`src/rtl/wb_pkg.sv`:
```
// Shared types for the MEM/WB register and writeback stage: default widths,
// writeback source encoding, the latched MEM/WB record and the writeback mux.
package wb_pkg;

    localparam int WB_DATA_W    = 16;
    localparam int WB_REG_SEL_W = 3;
    localparam int WB_CNT_W     = 16;

    typedef enum logic [1:0] {
        WB_ALU  = 2'b00,
        WB_MEM  = 2'b01,
        WB_LINK = 2'b10,
        WB_IMM  = 2'b11
    } wb_src_e;

    // Everything the MEM/WB register captures from the MEM stage.
    typedef struct packed {
        logic                    valid;
        logic                    reg_wr;
        logic [WB_REG_SEL_W-1:0] wr_sel;
        wb_src_e                 wb_src;
        logic [WB_DATA_W-1:0]    alu_res;
        logic [WB_DATA_W-1:0]    rd_data;
        logic [WB_DATA_W-1:0]    pc_inc;
        logic [WB_DATA_W-1:0]    imm;
        logic                    halt;
        logic                    err;
    } memwb_t;

    // Writeback data select; the default arm keeps the output defined for any code.
    function automatic logic [WB_DATA_W-1:0] wb_select(
        input wb_src_e              src,
        input logic [WB_DATA_W-1:0] alu_res,
        input logic [WB_DATA_W-1:0] rd_data,
        input logic [WB_DATA_W-1:0] pc_inc,
        input logic [WB_DATA_W-1:0] imm
    );
        logic [WB_DATA_W-1:0] sel;
        case (src)
            WB_ALU:  sel = alu_res;
            WB_MEM:  sel = rd_data;
            WB_LINK: sel = pc_inc;
            WB_IMM:  sel = imm;
            default: sel = alu_res;
        endcase
        return sel;
    endfunction

endpackage

```
`src/rtl/wb_retire_ctr.sv`:
```
// Saturating retired-instruction counter: synchronous clear, count enable,
// and a freeze input that blocks counting once the processor has halted.
module wb_retire_ctr #(
    parameter int CNT_W = 16
) (
    input  logic             clk,
    input  logic             clr,
    input  logic             en,
    input  logic             freeze,
    output logic [CNT_W-1:0] count
);

    // Count up by one per enabled edge, sticking at all-ones instead of wrapping.
    always_ff @(posedge clk) begin
        if (clr) begin
            count <= '0;
        end else if (en && !freeze && !(&count)) begin
            count <= count + 1'b1;
        end
    end

endmodule

```
`src/rtl/memwb_writeback.sv`:
```
// MEM/WB pipeline register plus writeback stage. Drives the register-file
// write port, holds sticky halt/error status and counts retired instructions.
// Optional feature macro: WB_FWD_EN adds a one-entry register of the previous
// cycle's committed write (fwd_valid/fwd_sel/fwd_data) for late EX forwarding.
// The latched record uses the widths from wb_pkg; the parameters default to them.
module memwb_writeback
    import wb_pkg::*;
#(
    parameter int DATA_W    = WB_DATA_W,
    parameter int REG_SEL_W = WB_REG_SEL_W,
    parameter int CNT_W     = WB_CNT_W
) (
    input  logic                 clk,
    input  logic                 rst,
    input  logic                 stall,
    input  logic                 flush,
    input  logic                 mem_valid,
    input  logic                 mem_reg_wr,
    input  logic [REG_SEL_W-1:0] mem_wr_sel,
    input  logic [1:0]           mem_wb_src,
    input  logic [DATA_W-1:0]    mem_alu_res,
    input  logic [DATA_W-1:0]    mem_rd_data,
    input  logic [DATA_W-1:0]    mem_pc_inc,
    input  logic [DATA_W-1:0]    mem_imm,
    input  logic                 mem_halt,
    input  logic                 mem_err,
    output logic [REG_SEL_W-1:0] writeRegSel,
    output logic [DATA_W-1:0]    writeData,
    output logic                 writeEn,
    output logic                 halt,
    output logic                 err,
    output logic [CNT_W-1:0]     retired
`ifdef WB_FWD_EN
    ,
    output logic                 fwd_valid,
    output logic [REG_SEL_W-1:0] fwd_sel,
    output logic [DATA_W-1:0]    fwd_data
`endif
);

    memwb_t memwb_p0;
    memwb_t memwb_p1;
    logic   vld_p1;
    logic   halt_hit;
    logic   retire_en;
    logic   halt_q;
    logic   err_q;

    // Gather the MEM-stage inputs into one record for the pipeline register.
    always_comb begin
        memwb_p0         = '0;
        memwb_p0.valid   = mem_valid;
        memwb_p0.reg_wr  = mem_reg_wr;
        memwb_p0.wr_sel  = mem_wr_sel;
        memwb_p0.wb_src  = wb_src_e'(mem_wb_src);
        memwb_p0.alu_res = mem_alu_res;
        memwb_p0.rd_data = mem_rd_data;
        memwb_p0.pc_inc  = mem_pc_inc;
        memwb_p0.imm     = mem_imm;
        memwb_p0.halt    = mem_halt;
        memwb_p0.err     = mem_err;
    end

    // ---- MEM -> WB boundary ----
    // Pipeline register: reset clears everything, flush inserts a bubble (data left as is),
    // stall holds, otherwise capture the MEM stage.
    always_ff @(posedge clk) begin
        if (rst) begin
            memwb_p1 <= '0;
        end else if (flush) begin
            memwb_p1.valid  <= 1'b0;
            memwb_p1.reg_wr <= 1'b0;
        end else if (!stall) begin
            memwb_p1 <= memwb_p0;
        end
    end

    assign vld_p1   = memwb_p1.valid;
    assign halt_hit = vld_p1 && memwb_p1.halt;

    // The instruction in WB leaves (retires) on any edge where it is not held by a stall;
    // a flush overrides a stall, so a stalled instruction still retires when flushed out.
    assign retire_en = vld_p1 && (flush || !stall);

    // Sticky halt: set once a valid HALT reaches WB, cleared only by reset.
    always_ff @(posedge clk) begin
        if (rst) begin
            halt_q <= 1'b0;
        end else if (halt_hit) begin
            halt_q <= 1'b1;
        end
    end

    // Sticky error: set by a valid errored instruction in WB while not yet halted.
    always_ff @(posedge clk) begin
        if (rst) begin
            err_q <= 1'b0;
        end else if (vld_p1 && memwb_p1.err && !halt_q) begin
            err_q <= 1'b1;
        end
    end

    wb_retire_ctr #(
        .CNT_W (CNT_W)
    ) u_retire_ctr (
        .clk    (clk),
        .clr    (rst),
        .en     (retire_en),
        .freeze (halt_q),
        .count  (retired)
    );

    // The HALT instruction itself never writes, and nothing writes after halt.
    assign writeEn     = vld_p1 && memwb_p1.reg_wr && !memwb_p1.halt && !halt_q;
    assign writeRegSel = memwb_p1.wr_sel;
    assign writeData   = wb_select(memwb_p1.wb_src, memwb_p1.alu_res, memwb_p1.rd_data,
                                   memwb_p1.pc_inc, memwb_p1.imm);
    assign halt        = halt_q;
    assign err         = err_q;

`ifdef WB_FWD_EN
    // ---- WB -> forward boundary ----
    // Remember the write committed on the last non-stalled edge; dropped on reset or halt.
    always_ff @(posedge clk) begin
        if (rst || halt_q || halt_hit) begin
            fwd_valid <= 1'b0;
            fwd_sel   <= '0;
            fwd_data  <= '0;
        end else if (flush || !stall) begin
            fwd_valid <= writeEn;
            if (writeEn) begin
                fwd_sel  <= writeRegSel;
                fwd_data <= writeData;
            end
        end
    end
`endif

endmodule
```
`config.mk`:
```
export PLATFORM = sky130hd
export DESIGN_NAME = memwb_writeback
export DESIGN_NICKNAME = d
export VERILOG_FILES = /design/src/rtl/wb_pkg.sv /design/src/rtl/wb_retire_ctr.sv /design/src/rtl/memwb_writeback.sv
export SDC_FILE = /design/constraint.sdc
export NUM_CORES = 1
export LEC_CHECK = 0
export ABC_AREA = 1
export CORE_MARGIN = 10
export CORE_UTILIZATION = 47
export DETAILED_ROUTE_END_ITERATION = 8
export GPL_TIMING_DRIVEN = 1
export PLACE_DENSITY = 0.91
export SYNTH_ARGS = -nofsm -noshare
export SYNTH_HDL_FRONTEND = slang
export SYNTH_SLANG_ARGS = --single-unit
```
`constraint.sdc`:
```
create_clock -name clk -period 1.7 [get_ports clk]
set_clock_uncertainty 0.2 [all_clocks]
set_input_delay 0.255 -clock clk [delete_from_list [all_inputs] [get_ports clk]]
set_output_delay 0.255 -clock clk [all_outputs]
set_load 0.01 [all_outputs]
```
==> impl_metrics.py, run 1 <==
metrics = {
    "critical_path": {
        "start_kind": "flop",
        "cp_data_arrival_time_ns": 1.48,
        "critical-path-top-delay-family": "buffers and inverters",
        "path_cells": "buf_6 -> nor2_4 -> buf_6 -> buf_6 -> nand2_2 -> nand4_1 -> buf_4",
        "crit_top_cell": "buf_6",
        "r2r_cells": 7,
        "crit_type": "reg2out",
        "cp_max_fo": 7,
        "end_kind": "output port",
        "crit_path_top_delay_cell": "dfxtp_4",
        "r2r_end": "u_retire_ctr.count[4]$_SDFFE_PP0P_",
        "ff2ff_setup_slack_ns": 0.10,
        "critical_path_buf_inv_count": 4,
        "crit_required_ns": 1.24,
        "cp_slowest_stage_delay_ns": 0.38,
        "reg2reg_from": "u_retire_ctr.count[0]$_SDFFE_PP0P_",
    },
    "cells_and_area": {
        "nets": 765,
        "fin_area_um2": 5460,
        "synthToLayoutAreaGrowth_pct": 38.7,
        "drive_gt1_frac": 0.140,
        "antenna_cells": 0,
    },
    "placed_design": {
        "routabilityCongestion": 0.928,
        "portBuffers": 114,
        "dpl_worst_slack_ns": -0.303,
        "placed_cell_area_um2": 5230,
        "dp_hpwl_um": 9030,
    },
    "timing": {
        "slew_violations": 0,
        "finalSetupViolCount": 16,
        "whs_ns": 0.272,
        "worst_slack_ns": -0.236,
        "slew_headroom": 0.790,
        "timing_hold_violations_final": 0,
        "tns_ns": -2.88,
        "post-route-period-util": 1.14,
        "max_freq_ghz": 0.517,
        "tightest_slew_ns": 0.314,
        "rsz0062_at_grt": "true",
        "min_period_ns": 1.94,
    },
    "floorplanning": {
        "fp.dieW_um": 112,
        "rows": 33,
        "die_y_um": 112,
        "start_util": 0.481,
        "io_pins": 115,
        "coreArea_um2": 8180,
        "die-area_um2": 12400,
    },
    "power_and_ir_drop": {
        "netSwitchingPower_w": 0.00114,
        "ir_drop_v": 0.000364,
        "switching_share": 0.252,
        "p_comb_frac": 0.146,
        "powerDensity_nw_per_um2": 831,
        "internal_power_w": 0.00339,
        "p_seq_frac": 0.511,
        "clkPwrFrac": 0.344,
        "power_w": 0.00453,
        "p_leak_nw": 2.38,
    },
    "grt": {
        "antenna_found_initial": 0,
        "grt_start_max_net_pins": 53,
        "grt_pass1_wl_um": 19500,
        "grt_pass1_vias": 4158,
        "grt_usage": 0.186,
        "grt.overflow.total": 0,
    },
    "min_path": {
        "hold-path-endpoint": "memwb_p1[2]$_SDFFE_PP0P_",
        "hp-start": "mem_imm[0]",
        "hp-class": "in2reg",
        "whs_path_depth": 3,
    },
    "synthesis": {
        "synth.top_cells.by_area": "dfxtp_1 46%, nor2_1 18%, nand2_1 10%",
        "netlist_instances": 570,
        "syn_area_um2": 3940,
        "synth_seq_cells": 91,
        "synth_ff_type": "dfxtp_1",
        "seq_area_frac_synth": 0.463,
        "synth_top_area_share": 0.463,
        "yosysWarnings": 0,
        "synth_common_cells": "184 x nor2_1, 105 x nand2_1, 91 x dfxtp_1",
        "synth_edf_count": 0,
        "yosysUniqueCellTypes": 23,
        "synthArstFlopShare": 0,
        "synth_area_per_cell_um2": 6.90,
        "syn_nets": 648,
        "synth.most_common_cell": "nor2_1",
        "synth_area_leader_cell": "dfxtp_1",
    },
    "routing": {
        "dr_wl_met2_um": 6200,
        "wl_met3_um": 952,
        "wl_met1_um": 4870,
        "avgRoutedWirePerCell_um": 15.4,
        "ant_nets": 0,
        "vias": 4148,
        "drt_iter0_markers": 197,
        "vias_per_cell": 5.20,
        "dr.pass1.iters": 5,
        "highest_layer": "met4",
        "drc": 0,
        "wl_um": 12300,
    },
    "outcome": {
        "status": "finished with violations",
        "violations": "setup timing",
    },
    "clocking": {
        "root_buffer": "clkbuf_8",
        "cts_tree": "built",
        "htreeDepth": 3,
        "cts_buffers": 9,
        "cts_sinks": 91,
        "insertion_delay_ns": 0.36,
        "clockBufferDepth": 2,
        "clkTransAtPathRegs_ns": 0.09,
    },
    "job": {
        "max_cap_violations": 0,
    },
}
-- worst register-to-register path, stage by stage, from the launching register on --
cell and delay [ns]:
dfxtp_2 0.36, ha_1 0.18, inv_1 0.07, nor2_2 0.14
nand4_2 0.11, buf_4 0.22, a21oi_1 0.16, nor2_1 0.06
-- layout make-up --
type,count,area (um2)
sequential,91,1840
timing repair buffer,138,1290
clock inverter,3,43.8
inverter,20,77.6
multi-input combinational,427,1910
fill,721,2720
tap,105,131
clock buffer,13,169
-- layer usage --
layer  vias up  track usage
met5         -            0
met4         0       0.0703
met3        19       0.0569
met2       157        0.325
met1      1920        0.207
li1       2052            -
-- through the flow --
| stage | util | std cells |
|---|---|---|
| 5_1_grt | 0.668 | 797 |
| 3_5_place_dp | 0.640 | 777 |
| 3_3_place_gp | 0.640 | 777 |
| 2_1_floorplan | - | 570 |
| 6_report | 0.668 | 797 |
| 4_1_cts | 0.664 | 797 |
-- cells in the final DEF (no fill, tap or decap), drive strengths merged --
cell,instances
a21oi,16
ha,1
clkdlybuf4s50,76
inv,21
o21ai,74
dfxtp,91
clkinv,1
nand3,14
nand2,107
nor3b,1
buf,41
clkbuf,13
nand4,19
a211oi,1
nand3b,1
bufinv,1
nor2,193
dlygate4sd2,21
-- sequential cells by signal, summed over array words and instances, names as in the netlist --
signal              count
memwb_p1               69
vld_p1                  1
writeRegSel             3
err                     1
halt                    1
u_retire_ctr.count     16
-- kinds of logic (layout without fill, tap and decap cells) --
group | after synthesis | in the layout | synth area share
AOI/OAI and AO/OA | 91 | 91 | 0.116
adders and majority gates | 1 | 1 | 0.00318
buffers and inverters | 52 | 174 | 0.0645
DFF | 91 | 91 | 0.463
and+or+nand+nor | 335 | 335 | 0.353
-- worst max path at each step --
stage	from	to	depth (start not counted)
after floorplan	u_retire_ctr.count[0]$_SDFFE_PP0P_	u_retire_ctr.count[11]$_SDFFE_PP0P_	7
after global placement	memwb_p1[67]$_SDFFE_PP0P_	writeData[4]	6
after detailed placement	memwb_p1[67]$_SDFFE_PP0P_	writeData[2]	6
after CTS	memwb_p1[67]$_SDFFE_PP0P_	writeData[5]	7
after global routing	memwb_p1[67]$_SDFFE_PP0P_	writeData[5]	7
final	memwb_p1[67]$_SDFFE_PP0P_	writeData[10]	7
-- power groups by stage --
stage | registers (W) | logic, W | clock network, W
final | 0.00232 | 0.000661 | 0.00156
after global routing | 0.00233 | 0.000726 | 0.00166
after CTS | 0.00231 | 0.000656 | 0.00157
after detailed placement | 0.00236 | 0.000666 | 0
after global placement | 0.00236 | 0.000654 | 0
after floorplan | 0.00234 | 0.000292 | 0
-- repair_timing --
action	in CTS	in global routing
gates resized for setup	118	12
hold buffers	0	0
pin swaps	4	8
gates cloned	2	0
setup endpoints to repair	38	31
setup buffers	2	0
No activity file was read; power rests on OpenSTA's default activity.
==> inputs of run 2 (changes only) <==
--- a/config.mk
+++ b/config.mk
@@ -6,7 +6,7 @@
 export NUM_CORES = 1
 export LEC_CHECK = 0
 export ABC_AREA = 1
-export CORE_MARGIN = 10
+export CORE_ASPECT_RATIO = 1.75
 export CORE_UTILIZATION = 47
 export DETAILED_ROUTE_END_ITERATION = 8
 export GPL_TIMING_DRIVEN = 1
==> run 2 against run 1 <==
  * The flow finishes with violations (DRC, setup timing)
  * Critical path depth did not move
  * Global-route usage rose by 10 points
  * Hold slack worse by 0.0010 ns
  * Die area shrank 30%
  * Power rose by 8.8%
  * Wire length barely moved
  * Final cell count fell by 1.6%
  * Sequential power is essentially flat
  * Non-clock buffer count grew 2
  * Sequential share of layout area fell by 0.37 points
  * Final area rose by 1.6%
==> impl_metrics.py, run 2 (same netlist as run 1, synthesis figures left out) <==
metrics = {
    "timing": {
        "tightest_slew_ns": 0.261,
        "worst_slack_ns": -0.196,
        "post-route-period-util": 1.12,
        "finalSetupViolCount": 16,
        "rsz0062_at_grt": "true",
        "timing_hold_violations_final": 0,
        "tns_ns": -2.23,
        "max_freq_ghz": 0.527,
        "slew_violations": 0,
        "slew_headroom": 0.825,
        "whs_ns": 0.271,
        "min_period_ns": 1.90,
    },
    "placed_design": {
        "dp_hpwl_um": 8660,
        "routabilityCongestion": 0.890,
        "portBuffers": 114,
        "placed_cell_area_um2": 5200,
    },
    "clocking": {
        "cts_tree": "built",
        "cts_sinks": 91,
        "htreeDepth": 3,
        "clkTransAtPathRegs_ns": 0.06,
        "hold_buffers": 0,
        "clockBufferDepth": 2,
        "root_buffer": "clkbuf_16",
        "insertion_delay_ns": 0.34,
        "cts_buffers": 9,
    },
    "routing": {
        "ant_nets": 0,
        "wl_um": 12300,
        "dr.pass1.iters": 7,
        "drc": 10,
        "avgRoutedWirePerCell_um": 15.6,
        "drt_iter0_markers": 258,
        "vias_per_cell": 5.48,
        "vias": 4295,
    },
    "cells_and_area": {
        "drive_gt1_frac": 0.147,
        "mostFrequentLayoutCells": "179 x nor2_1, 103 x nand2_1, 78 x clkdlybuf4s50_1, 76 x dfxtp_1, 65 x o21ai_0",
        "synthToLayoutAreaGrowth_pct": 40.9,
        "utilization": 0.692,
        "largest_reg_flops": 69,
        "layout_commonest_cell": "nor2_1",
        "nets": 767,
        "fin_area_um2": 5540,
        "largest-register": "memwb_p1",
    },
    "power_and_ir_drop": {
        "powerDensity_nw_per_um2": 890,
        "p_leak_nw": 2.45,
        "power_w": 0.00493,
        "ir_drop_v": 0.000766,
    },
    "min_path": {
        "hp-class": "reg2reg",
    },
    "critical_path": {
        "start_kind": "flop",
        "cp_data_arrival_time_ns": 1.44,
        "crit_type": "reg2out",
        "ff2ff_setup_slack_ns": 0.08,
        "cp_max_fo": 8,
        "crit_required_ns": 1.24,
        "end_kind": "output port",
    },
    "floorplanning": {
        "rows": 43,
        "die-area_um2": 8760,
        "io_pins": 115,
        "coreArea_um2": 8020,
        "die_y_um": 123,
        "start_util": 0.491,
        "fp.dieW_um": 71.2,
    },
    "grt": {
        "grt_usage": 0.290,
        "antenna_found_initial": 0,
        "grt_start_max_net_pins": 53,
        "grt.overflow.total": 0,
        "grt_pass1_wl_um": 19300,
        "grt_pass1_vias": 4260,
    },
    "outcome": {
        "status": "finished with violations",
        "violations": "DRC, setup timing",
    },
    "job": {
        "max_cap_violations": 0,
    },
}
==> run 2: layout make-up <==
class                   count  area (um2)
clock buffers              10         229
multi-input cells         427        1910
clock inverters             5        55.1
diodes                      1        2.50
fillers                   627        2470
flip-flops and latches     91        1850
inverters                  20        75.1
well taps                  90         113
repair buffers            140        1320
==> run 2: critical path, stage by stage (launching register included) <==
cell and delay (ns):
dfxtp_4 0.39, nor2_4 0.05, buf_6 0.13, buf_6 0.12
buf_6 0.11, nand2_1 0.05, nand4_1 0.09, buf_2 0.16
==> run 2: final timing paths <==
kind	from	cells past startpoint	endpoint
hold reg to reg	memwb_p1[71]$_SDFFE_PP0N_	2	memwb_p1[71]$_SDFFE_PP0N_
setup / recovery	memwb_p1[66]$_SDFFE_PP0P_	7	writeData[9]
setup reg to reg	u_retire_ctr.count[0]$_SDFFE_PP0P_	7	u_retire_ctr.count[15]$_SDFFE_PP0P_
hold / removal	memwb_p1[71]$_SDFFE_PP0N_	2	memwb_p1[71]$_SDFFE_PP0N_
==> run 2: routing by layer <==
layer | vias to the layer above | track usage | wire length (um)
met1 | 1955 | 0.277 | 4100
met4 | 0 | 0.229 | 827
met3 | 61 | 0.0481 | 731
met2 | 218 | 0.538 | 6610
li1 | 2061 | - | -
met5 | - | 0 | 0
==> run 2: what timing repair did <==
item / 4_1_cts / 5_1_grt
pin swaps: 6 / 9
gates resized for setup: 117 / 12
buffers inserted: 5 / 0
setup endpoints to repair: 38 / 33
cloned: 2 / 0
==> run 2: through the flow <==
stage | instances | setup WS, ns
finish | 784 | -0.196
global route | 783 | -0.232
CTS | 783 | -0.178
detailed placement | 761 | -0.289
global placement | 761 | -0.246
floorplan | 570 | 0.150
==> run 2: power by group <==
part	switching [W]	internal (W)
Combinational	0.000330	0.000347
Sequential	0.0000718	0.00225
Clock	0.000811	0.00113
==> inputs of run 3 (changes only) <==
--- a/config.mk
+++ b/config.mk
@@ -7,10 +7,11 @@
 export LEC_CHECK = 0
 export ABC_AREA = 1
 export CORE_ASPECT_RATIO = 1.75
-export CORE_UTILIZATION = 47
+export CORE_UTILIZATION = 50
 export DETAILED_ROUTE_END_ITERATION = 8
+export DONT_BUFFER_PORTS = 1
 export GPL_TIMING_DRIVEN = 1
-export PLACE_DENSITY = 0.91
+export PLACE_DENSITY = 0.77
 export SYNTH_ARGS = -nofsm -noshare
 export SYNTH_HDL_FRONTEND = slang
 export SYNTH_SLANG_ARGS = --single-unit
==> run 3 against run 2 <==
  * The flow finishes with violations (setup timing)
  * Power increased by 2.1%
  * Combinational power decreased by 14%
  * Critical path depth decreased by 2
  * Die area decreased by 5.9%
  * Final cell count decreased by 5.1%
  * Non-clock buffer count decreased by 36
  * Via count decreased by 5.2%
  * Count of clock-buffer cells in the layout increased by 2
  * Flip-flop and latch count unchanged
  * First-iteration DRC count decreased by 14%
  * Global-route usage increased by 1.9 points
==> impl_metrics.py, run 3 (same netlist as run 1, synthesis figures left out) <==
metrics = {
    "floorplanning": {
        "die-area_um2": 8240,
        "rows": 42,
        "io_pins": 115,
        "fp.dieW_um": 69.1,
        "die_y_um": 119,
        "start_util": 0.520,
        "coreArea_um2": 7570,
    },
    "clocking": {
        "htreeDepth": 3,
        "clockBufferDepth": 2,
        "cts_buffers": 9,
        "root_buffer": "clkbuf_16",
        "cts_sinks": 91,
        "insertion_delay_ns": 0.34,
        "clkTransAtPathRegs_ns": 0.06,
        "cts_tree": "built",
    },
    "cells_and_area": {
        "largest_reg_flops": 69,
        "mostFrequentLayoutCells": "176 x nor2_1, 88 x nand2_1, 88 x dfxtp_1, 75 x dlygate4sd3_1, 65 x o21ai_0",
        "largest-register": "memwb_p1",
        "nets": 731,
        "antenna_cells": 0,
        "layout_commonest_cell": "nor2_1",
        "synthToLayoutAreaGrowth_pct": 35.9,
        "drive_gt1_frac": 0.142,
    },
    "grt": {
        "grt_usage": 0.308,
        "antenna_found_initial": 0,
        "grt_pass1_wl_um": 19700,
        "grt_start_max_net_pins": 89,
        "grt_pass1_vias": 4092,
        "grt.overflow.total": 0,
    },
    "critical_path": {
        "start_kind": "flop",
        "cp_max_fo": 8,
        "ff2ff_setup_slack_ns": 0.07,
        "cp_data_arrival_time_ns": 1.33,
        "end_kind": "output port",
        "crit_type": "reg2out",
        "path_cells": "nand2_1 -> inv_2 -> buf_8 -> nand2_1 -> nand4_1",
        "crit_path_top_delay_cell": "dfxtp_4",
        "r2r_cells": 8,
        "crit_required_ns": 1.24,
        "crit_top_cell": "nand2_1",
        "cp_slowest_stage_delay_ns": 0.40,
        "r2r_end": "u_retire_ctr.count[5]$_SDFFE_PP0P_",
        "reg2reg_from": "u_retire_ctr.count[1]$_SDFFE_PP0P_",
    },
    "power_and_ir_drop": {
        "powerDensity_nw_per_um2": 942,
        "p_leak_nw": 2.25,
        "power_w": 0.00504,
        "ir_drop_v": 0.00108,
    },
    "timing": {
        "tightest_slew_ns": 0.597,
        "min_period_ns": 1.78,
        "rsz0062_at_grt": "true",
        "timing_hold_violations_final": 0,
        "post-route-period-util": 1.05,
        "finalSetupViolCount": 16,
        "max_freq_ghz": 0.561,
        "slew_headroom": 0.602,
        "worst_slack_ns": -0.0817,
        "slew_violations": 0,
    },
    "placed_design": {
        "portBuffers": 0,
        "dp_hpwl_um": 7840,
        "dpl_worst_slack_ns": 0.0649,
        "routabilityCongestion": 0.850,
    },
    "job": {
        "max_cap_violations": 0,
    },
    "min_path": {
        "whs_path_depth": 4,
        "hold-path-endpoint": "u_retire_ctr.count[12]$_SDFFE_PP0P_",
        "hp-class": "in2reg",
        "hp-start": "rst",
    },
    "routing": {
        "wl_um": 12700,
        "drt_iter0_markers": 222,
        "vias": 4070,
        "vias_per_cell": 5.47,
        "avgRoutedWirePerCell_um": 17.1,
        "dr.pass1.iters": 6,
        "drc": 0,
        "ant_nets": 0,
    },
    "outcome": {
        "violations": "setup timing",
        "status": "finished with violations",
    },
}
## run 3: cell count changes in the layout (fill, tap and decap cells not counted), sizes merged
cell and change:
dlygate4sd3 +75, clkinv -2, bufinv +1, dlymetal6s2s -4, diode -1, clkdlybuf4s50 -78, dlymetal6s4s +1, dlygate4sd2 -15
clkinvlp -2, clkbuf +3, buf -16
## run 3: where the power goes
group	leakage (nW)	internal, W	switching (W)
combinational	1.35	0.000259	0.000323
sequential	0.749	0.00225	0.0000755
clock	0.155	0.00135	0.000781
## run 3: metal layers
metal	vias to the layer above	GRT usage	routed length (um)
li1	1993	-	-
met1	1841	0.298	4290
met2	187	0.575	6920
met3	49	0.0584	754
met4	0	0.209	721
met5	-	0	0
## run 3: layout make-up
cell class,instances,area (um2)
Clock buffer,12,256
Fill cell,591,2220
Timing Repair Buffer,104,1050
Sequential cell,91,1830
Clock inverter,2,60.1
Tap cell,88,110
Multi-Input combinational cell,427,1970
Inverter,20,80.1
## run 3: repair_timing
action | CTS | global route
hold endpoints to repair | 75 | 0
buffers inserted | 1 | 0
pin swaps | 11 | 14
hold buffers | 76 | 0
cloned | 3 | 1
resized for setup | 34 | 22
endpoints found under the setup margin | 17 | 31
## run 3: critical path, delay by kind of cell, from the launching register on
family        cells  cell delay (ns)
buf+inv           2             0.26
flops             1             0.40
simple gates      3             0.32
## run 3: worst max-delay path by stage
stage                     slack (ns)                             endpoint                          startpoint
final                          -0.08                        writeData[14]           memwb_p1[67]$_SDFFE_PP0P_
after global placement           0.1  u_retire_ctr.count[13]$_SDFFE_PP0P_  u_retire_ctr.count[0]$_SDFFE_PP0P_
after detailed placement        0.06   u_retire_ctr.count[5]$_SDFFE_PP0P_  u_retire_ctr.count[1]$_SDFFE_PP0P_
after floorplan                 0.15  u_retire_ctr.count[11]$_SDFFE_PP0P_  u_retire_ctr.count[0]$_SDFFE_PP0P_
after global routing           -0.12                        writeData[11]           memwb_p1[67]$_SDFFE_PP0P_
after CTS                      -0.07                        writeData[11]           memwb_p1[66]$_SDFFE_PP0P_
## run 3: per-stage QoR
| step | utilization | TNS [ns] | instance area [um2] | hold WS, ns | instances |
|---|---|---|---|---|---|
| after detailed placement | 0.537 | 0 | 4060 | 0.132 | 649 |
| after floorplan | - | 0 | 3940 | 0.124 | 570 |
| after CTS | 0.695 | -0.968 | 5260 | 0.111 | 743 |
| final | 0.707 | -1.08 | 5350 | 0.119 | 744 |
| after global routing | 0.707 | -1.63 | 5350 | 0.149 | 744 |
| after global placement | 0.537 | 0 | 4060 | 0.130 | 649 |
